File: src/rtl/id_ex_hazard_stage.sv
// ID/EX pipeline register for a dual-issue (32-bit + 16-bit slot) core with load-use hazard detection.
// Optional macro STALL_COUNT_EN adds a saturating 16-bit count of load-use stall cycles.
module id_ex_hazard_stage (
    input  logic       clk,
    input  logic       rst,
    input  logic [4:0] rs1_32_id,
    input  logic [4:0] rs2_32_id,
    input  logic [4:0] rs1_16_id,
    input  logic [4:0] rs2_16_id,
    input  logic [4:0] rd_32_id,
    input  logic [4:0] rd_16_id,
    input  logic       regWrite_32_id,
    input  logic       regWrite_16_id,
    input  logic       memRead_32_id,
    input  logic       memRead_16_id,
    input  logic       valid_32_id,
    input  logic       valid_16_id,
    input  logic       flush,
    output logic [4:0] rs1_32,
    output logic [4:0] rs2_32,
    output logic [4:0] rs1_16,
    output logic [4:0] rs2_16,
    output logic [4:0] rd_32_ex,
    output logic [4:0] rd_16_ex,
    output logic       regWrite_32_ex,
    output logic       regWrite_16_ex,
    output logic       memRead_32_ex,
    output logic       memRead_16_ex,
    output logic       valid_32_ex,
    output logic       valid_16_ex,
    output logic       stall,
    output logic [15:0] stall_count
);

    typedef struct packed {
        logic [4:0] rs1;
        logic [4:0] rs2;
        logic [4:0] rd;
        logic       reg_write;
        logic       mem_read;
        logic       valid;
    } slot_t;

    localparam slot_t SLOT_BUBBLE = slot_t'(18'd0);

    slot_t id_32_s;
    slot_t id_16_s;
    slot_t next_32_s;
    slot_t next_16_s;
    slot_t ex_32_r;
    slot_t ex_16_r;
    logic  stall_s;

    // A live EX load with a non-zero destination is the only producer that can cause a stall.
    function automatic logic is_load(input slot_t ex);
        return ex.valid && ex.mem_read && (ex.rd != 5'd0);
    endfunction

    function automatic logic rd_hits(input logic [4:0] rd, input slot_t src);
        return src.valid && ((rd == src.rs1) || (rd == src.rs2));
    endfunction

    assign id_32_s = {rs1_32_id, rs2_32_id, rd_32_id, regWrite_32_id, memRead_32_id, valid_32_id};
    assign id_16_s = {rs1_16_id, rs2_16_id, rd_16_id, regWrite_16_id, memRead_16_id, valid_16_id};

    // Load-use detection across both EX producers and both ID consumers; one flag however many match.
    always_comb begin
        stall_s = 1'b0;
        if (!flush) begin
            stall_s = (is_load(ex_32_r) && (rd_hits(ex_32_r.rd, id_32_s) || rd_hits(ex_32_r.rd, id_16_s)))
                   || (is_load(ex_16_r) && (rd_hits(ex_16_r.rd, id_32_s) || rd_hits(ex_16_r.rd, id_16_s)));
        end else begin
            stall_s = 1'b0;
        end
    end

    // Next EX contents: bubble on flush or stall, otherwise per-slot copy of valid ID instructions.
    always_comb begin
        next_32_s = SLOT_BUBBLE;
        next_16_s = SLOT_BUBBLE;
        if (flush || stall_s) begin
            next_32_s = SLOT_BUBBLE;
            next_16_s = SLOT_BUBBLE;
        end else begin
            next_32_s = id_32_s.valid ? id_32_s : SLOT_BUBBLE;
            next_16_s = id_16_s.valid ? id_16_s : SLOT_BUBBLE;
        end
    end

    // EX pipeline register.
    always_ff @(posedge clk) begin
        if (rst) begin
            ex_32_r <= SLOT_BUBBLE;
            ex_16_r <= SLOT_BUBBLE;
        end else begin
            ex_32_r <= next_32_s;
            ex_16_r <= next_16_s;
        end
    end

`ifdef STALL_COUNT_EN
    logic [15:0] stall_count_r;

    // Saturating count of stall cycles, cleared only by reset.
    always_ff @(posedge clk) begin
        if (rst) begin
            stall_count_r <= 16'd0;
        end else if (stall_s && (stall_count_r != 16'hFFFF)) begin
            stall_count_r <= stall_count_r + 16'd1;
        end else begin
            stall_count_r <= stall_count_r;
        end
    end

    assign stall_count = stall_count_r;
`else
    assign stall_count = 16'd0;
`endif

    assign stall          = stall_s;
    assign rs1_32         = ex_32_r.rs1;
    assign rs2_32         = ex_32_r.rs2;
    assign rd_32_ex       = ex_32_r.rd;
    assign regWrite_32_ex = ex_32_r.reg_write;
    assign memRead_32_ex  = ex_32_r.mem_read;
    assign valid_32_ex    = ex_32_r.valid;
    assign rs1_16         = ex_16_r.rs1;
    assign rs2_16         = ex_16_r.rs2;
    assign rd_16_ex       = ex_16_r.rd;
    assign regWrite_16_ex = ex_16_r.reg_write;
    assign memRead_16_ex  = ex_16_r.mem_read;
    assign valid_16_ex    = ex_16_r.valid;

endmodule

File: config.mk
export PLATFORM = sky130hd
export DESIGN_NAME = id_ex_hazard_stage
export DESIGN_NICKNAME = d
export VERILOG_FILES = /design/src/rtl/id_ex_hazard_stage.sv
export SDC_FILE = /design/constraint.sdc
export NUM_CORES = 1
export LEC_CHECK = 0
export CELL_PAD_IN_SITES_DETAIL_PLACEMENT = 1
export CELL_PAD_IN_SITES_GLOBAL_PLACEMENT = 2
export CORE_UTILIZATION = 21
export CTS_CLUSTER_SIZE = 28
export DETAILED_ROUTE_END_ITERATION = 12
export PLACE_DENSITY = 0.75
export SLEW_MARGIN = 20
export SYNTH_ARGS = -nofsm -noshare
export SYNTH_HDL_FRONTEND = slang
export SYNTH_SLANG_ARGS = --single-unit
File: constraint.sdc
create_clock -name clk -period 1.7 [get_ports clk]
set_input_delay 0.17 -clock clk [delete_from_list [all_inputs] [get_ports clk]]
set_output_delay 0.17 -clock clk [all_outputs]
set_load 0.05 [all_outputs]
==> results.yml, run 1 <==
run_status:
  status: "finished, violations left"
  violations: "design-rule violations, negative setup slack"
run:
  cap_violations: 0
place:
  place.gp.congestion: 0.7956
  numPortBuffers: 75
  pre_cts_ws_ns: -0.3823
  place.detailed.hpwl_mm: 4.400
synth:
  yosysTopAreaCell: "dfxtp_1"
  synth_flop_cell: "dfxtp_1"
  ys.warnings.count: 0
  avgSynthCellArea_um2: 9.289
  synth_cells: 210
  syn_area_mm2: 0.001951
  yosys-top-cells-area: "dfxtp_1, xnor2_1, nor3_2, inv_1, buf_4"
  async_flop_share_pct: 0
  synth-edff-count: 0
  seq_area_frac_synth_pct: 36.95
  ys_types: 21
  yosysTopAreaCellShare_pct: 36.95
  synth-seq-cells: 36
drt:
  first_iter_violations: 41
  ant_nets: 0
  route.detailed.drc: 3
  wl_mm: 6.228
  vias: 1659
  wl_per_cell_um: 15.15
  vias_per_cell: 4.036
  drt_pass1_iterations: 10
worst_setup_path:
  cp-end-kind: "output port"
  arrival_ns: 1.87
  crit_path_max_incr_delay_ns: 0.40
  path_cells: "xnor2_1 > nand3_1 > o22ai_2 > a22oi_2 > o22a_1 > nor2_4 > buf_12"
  path_max_fanout: 6
  start_kind: "flop"
  slowest_stage: "dfxtp_4"
  critPathKind: "reg -> out"
  critPathRequiredTime_ns: 1.53
timing:
  report.final.slew_viol_count: 0
  tightest_slew_ns: 0.5189
  fmax_ghz: 0.4906
  fin_crit_sh_pct: 119.9
  fin_tns_setup_ns: -7.673
  rsz0062_at_grt: "yes"
  fin_ws_ns: -0.3382
  relSlewSlack_pct: 65.30
  period_minus_slack_ns: 2.038
  finalClockSkew_ns: 0.008182
  setup_viol: 37
  hold_violations: 0
clocking:
  h-tree-depth: 2
  cts.root.buffer_cell: "clkbuf_8"
  cts_hold_buf: 0
  clock_latency_ns: 0.29
  cts_tree: "yes"
  numCtsBuffers: 5
  clockBufferDepth: 2
  cts.clk_slew.worst_paths_ns: 0.08
  clock_sinks: 36
die:
  rows: 34
  die_y_um: 98.38
  coreArea_mm2: 0.008848
  die_area_mm2: 0.009678
  io_pins: 92
  start_util_pct: 22.04
  die_w_um: 98.38
global_route:
  antenna_found_initial: 0
  grt_pass1_wl_mm: 9.701
  grt_pass1_vias: 1812
  grt-ovfl-total: 0
  grt_usage_pct: 13.27
  grt_max_degree: 15
cells_and_area:
  final_common_cell: "clkdlybuf4s50_1"
  area_delta_synth_final_pct: 69.66
  multiInputGateArea_mm2: 0.001166
  fill_cells: 1014
  insertedDiodeCount: 0
  fin_nets: 341
  fin_util_pct: 37.40
  drive_gt1_share_pct: 35.31
  seqCellArea_um2: 758.2
  layout_common_cells: "clkdlybuf4s50_1, xnor2_1, inv_1"
pwr:
  report.power.total_w: 0.002135
  power_density_mw_per_mm2: 645.1
  ir_drop_uv: 265.0
  power_leakage_nw: 1.349
min_path:
  min_path_type: "in -> reg"
-- metrics by stage --
stage	instances	hold slack [ns]	area (um2)
2_1_floorplan	225	0.2775	2062
3_3_place_gp	391	0.6555	2823
3_5_place_dp	391	0.6573	2823
4_1_cts	414	0.3144	3209
5_1_grt	411	0.2232	3309
6_report	411	0.2161	3309
-- worst max-delay path, delay by kind of cell (launching register included) --
| kind | cells | cell delay, ns |
|---|---|---|
| AO/OA/AOI/OAI | 3 | 0.57 |
| flip-flops | 1 | 0.40 |
| AND/OR/NAND/NOR | 2 | 0.24 |
| XOR/XNOR | 1 | 0.23 |
| buffers and inverters | 1 | 0.14 |
-- repair_timing --
item	CTS	global route
pin swaps	9	11
setup buffers	11	4
gates resized for setup	25	42
endpoints found under the setup margin	37	37
cloned	4	0
-- report_power, final --
part / switching [W] / internal [W] / total, W
clock: 0.000309 / 0.000325 / 0.000634
combinational: 0.000370 / 0.000252 / 0.000622
sequential: 0.0000236 / 0.000855 / 0.000879
total: 0.000703 / 0.00143 / 0.00213
-- logic make-up (layout without fill, tap and decap cells) --
family                    after synthesis  in the layout  share of synthesized area [%]
other                                   1             16                         0.1922
and+or+nand+nor                        56             56                          21.36
xor gates and xnor gates               40             40                          17.96
buffers and inverters                  67            145                          18.41
DFF                                    36             36                          36.95
AOI/OAI and AO/OA                      10             10                          5.131
-- worst paths after layout --
check                start        end  slack, ns  cells past startpoint
min reg2reg  memRead_16_ex  rs1_32[0]       1.03                      6
max reg2reg    rd_32_ex[0]  rs2_16[2]      -0.28                     10
max            rd_32_ex[0]      stall      -0.34                      7
min           rs1_32_id[4]  rs1_32[4]       0.22                      3
-- synthesized netlist by cell type (2+ instances only) --
master	count
xnor2_1	40
dfxtp_1	36
inv_1	34
nor3_2	27
buf_4	16
buf_2	8
nand2_1	8
nand3_1	8
nor3_1	6
buf_6	5
nor2_1	4
o22ai_1	4
a22oi_1	2
clkbuf_1	2
clkinv_1	2
o211ai_2	2
or4_1	2
-- sequential cells by signal, indices dropped and copies added (netlist names) --
name	flops
memRead_16_ex	1
valid_16_ex	1
rs1_16	5
rd_32_ex	5
memRead_32_ex	1
valid_32_ex	1
rs1_32	5
rd_16_ex	5
regWrite_32_ex	1
rs2_16	5
regWrite_16_ex	1
rs2_32	5
-- layout make-up --
| cell class | count | share of cell area [%] |
|---|---|---|
| clock buffers | 7 | 2.609 |
| clock inverters | 1 | 0.1134 |
| inverters | 36 | 4.083 |
| multi-input cells | 122 | 35.24 |
| flip-flops and latches | 36 | 22.91 |
| well taps | 108 | 4.083 |
| repair buffers | 101 | 30.96 |
-- routing by layer --
metal	wire, um	GRT usage, %	vias up	part of all wire, %
met5	0	0	-	0
met4	62	3.904	0	1.0
met3	350	3.508	7	5.6
met2	3176	23.19	55	51
met1	2638	15.94	789	42
li1	-	-	808	-
Note: power is estimated with default switching activity, not from simulation.
==> inputs of run 2 (changes only) <==
--- a/config.mk
+++ b/config.mk
@@ -11,6 +11,7 @@
 export CTS_CLUSTER_SIZE = 28
 export DETAILED_ROUTE_END_ITERATION = 12
 export PLACE_DENSITY = 0.75
+export SKIP_CTS_REPAIR_TIMING = 1
 export SLEW_MARGIN = 20
 export SYNTH_ARGS = -nofsm -noshare
 export SYNTH_HDL_FRONTEND = slang
==> run 2 against run 1 <==
The run still ends with design-rule violations, negative setup slack left. Hold slack better by 0.012 ns. Die area stayed put. Clock-buffer cell count stayed put. Fmax is 0.73% lower. Register-to-register slack better by 0.14 ns. Critical path depth is 2 lower. Flip-flop and latch count stayed put. Via count is 2.1% lower. Sequential power hardly changed. Routed wire length is 3.4% lower. Cell count is 1.5% lower. Largest cell class unchanged.
==> results.yml, run 2 (same netlist as run 1, synthesis figures left out) <==
run_status:
  status: "finished, violations left"
  violations: "design-rule violations, negative setup slack"
die:
  die_area_mm2: 0.009678
  io_pins: 92
  start_util_pct: 22.04
  die_w_um: 98.38
  die_y_um: 98.38
  rows: 34
  coreArea_mm2: 0.008848
cells_and_area:
  finalInstanceArea_mm2: 0.003242
  fin_nets: 335
  drive_gt1_share_pct: 32.32
  finalNonFillerCells: 405
  insertedDiodeCount: 0
  area_delta_synth_final_pct: 66.20
  fill_cells: 1014
  final_common_cell: "clkdlybuf4s50_1"
  layout_common_cells: "clkdlybuf4s50_1, xnor2_1, inv_1"
worst_setup_path:
  cp.depth: 5
  arrival_ns: 1.88
  reg2reg_to: "rd_32_ex[4]"
  cp-endpoint: "stall"
  critPathRequiredTime_ns: 1.53
  worst-path-buf-inv: 1
  cp-end-kind: "output port"
  slowest_stage: "or4_4"
  start_kind: "flop"
  rrSetupSlack_ns: -0.14
  critical_path.startpoint: "rd_16_ex[1]"
  path_delay_family: "simple AND/OR/NAND/NOR gates"
  critPathKind: "reg -> out"
  r2r_start: "rd_16_ex[1]"
  path_cells: "or4_4 > o211ai_4 > o22a_1 > nor2_4 > buf_12"
  ff2ff_path_depth: 6
  path_max_fanout: 5
  crit_path_max_incr_delay_ns: 0.56
clocking:
  cts_tree: "yes"
  h-tree-depth: 2
  numCtsBuffers: 5
  clockBufferDepth: 2
  clock_latency_ns: 0.29
  clock_sinks: 36
  cts.root.buffer_cell: "clkbuf_8"
  cts.clk_slew.worst_paths_ns: 0.08
drt:
  vias: 1624
  wl_met3_um: 352
  wl_mm: 6.015
  ant_nets: 0
  route.detailed.drc: 4
  wl_met2_mm: 3.073
  drt_pass1_iterations: 8
  wl_per_cell_um: 14.85
  wl_met1_mm: 2.544
  first_iter_violations: 39
  vias_per_cell: 4.010
  top_layer: "met4"
pwr:
  power_density_mw_per_mm2: 657.3
  switchingPower_w: 0.0007036
  intPower_w: 0.001427
  share_comb_of_total_power_pct: 28.5
  pwr-share-seq_pct: 41.3
  switching_share_pct: 33.02
  p_clk_share_pct: 30.3
  ir_drop_uv: 262.3
  power_leakage_nw: 1.292
place:
  numPortBuffers: 75
  place.gp.congestion: 0.7956
  place_area_mm2: 0.002823
  place.detailed.hpwl_mm: 4.400
  dp_cells: 391
global_route:
  antenna_found_initial: 0
  grt_pass1_vias: 1678
  grt_pass1_wl_mm: 8.769
  grt_usage_pct: 11.83
  grt_max_degree: 25
  grt-ovfl-total: 0
timing:
  fmax_ghz: 0.4871
  hold_violations: 0
  finalClockSkew_ns: 0.008597
  fin_crit_sh_pct: 120.8
  setup_viol: 31
  fin_ws_ns: -0.3531
  tightest_slew_ns: 0.5197
  rsz0062_at_grt: "yes"
  fin_tns_setup_ns: -3.532
  report.final.slew_viol_count: 0
  period_minus_slack_ns: 2.053
  relSlewSlack_pct: 65.24
run:
  cap_violations: 0
min_path:
  min_path_type: "in -> reg"
run 2: cell types whose count changed in the layout (fill, tap and decap cells not counted), sizes merged:
cell / before / now
buf: 41 / 32
dlygate4sd2: 4 / 0
clkbuf: 7 / 10
clkdlybuf4s50: 53 / 59
dlymetal6s2s: 3 / 1
run 2: power groups by stage:
stage	logic [W]	clock network, W	registers (W)
after floorplan	0.000285	0	0.000966
after global placement	0.000522	0	0.000898
after detailed placement	0.000527	0	0.000898
after CTS	0.000530	0.000665	0.000878
after global routing	0.000643	0.000703	0.000883
final	0.000606	0.000645	0.000880
run 2: metal layers:
metal,track usage [%],vias up
met5,0,-
met4,3.444,0
met3,3.508,4
met2,20.42,54
met1,14.17,774
li1,-,792
run 2: worst min-delay path by stage:
stage	from	end	slack, ns	cells past startpoint
2_1_floorplan	rd_32_id[0]	rd_32_ex[0]	0.28	2
3_3_place_gp	valid_32_ex	valid_32_ex	0.66	1
3_5_place_dp	memRead_16_ex	memRead_16_ex	0.66	1
4_1_cts	rd_32_id[1]	rd_32_ex[1]	0.39	3
5_1_grt	rs2_16_id[3]	rs2_16[3]	0.25	3
6_report	rs2_16_id[3]	rs2_16[3]	0.23	3
run 2: area by class of cell:
type,count,area [um2],area share (%)
clock inverters,1,3.754,0.1158
well taps,108,135.1,4.168
clock buffers,7,86.33,2.663
flip-flops and latches,36,758.2,23.39
multi-input cells,122,1147,35.39
repair buffers,95,975.9,30.10
inverters,36,135.1,4.168
run 2: worst reg2reg max path, cell delays in order (launching register included):
cell and delay [ns]:
dfxtp_4 0.37, or4_4 0.56, o211ai_4 0.22, o221ai_4 0.16, buf_12 0.17, clkbuf_16 0.17, nor3_4 0.10
run 2: metrics by stage:
step | utilization, % | power [W] | hold WS, ns | setup slack (ns)
global route | 36.64 | 0.002228 | 0.2542 | -0.4297
floorplan | - | 0.001251 | 0.2775 | -0.1271
detailed placement | 31.90 | 0.001425 | 0.6573 | -0.3823
finish | 36.64 | 0.002131 | 0.2276 | -0.3531
global placement | 31.90 | 0.001420 | 0.6555 | -0.3360
CTS | 32.92 | 0.002073 | 0.3922 | -0.4415
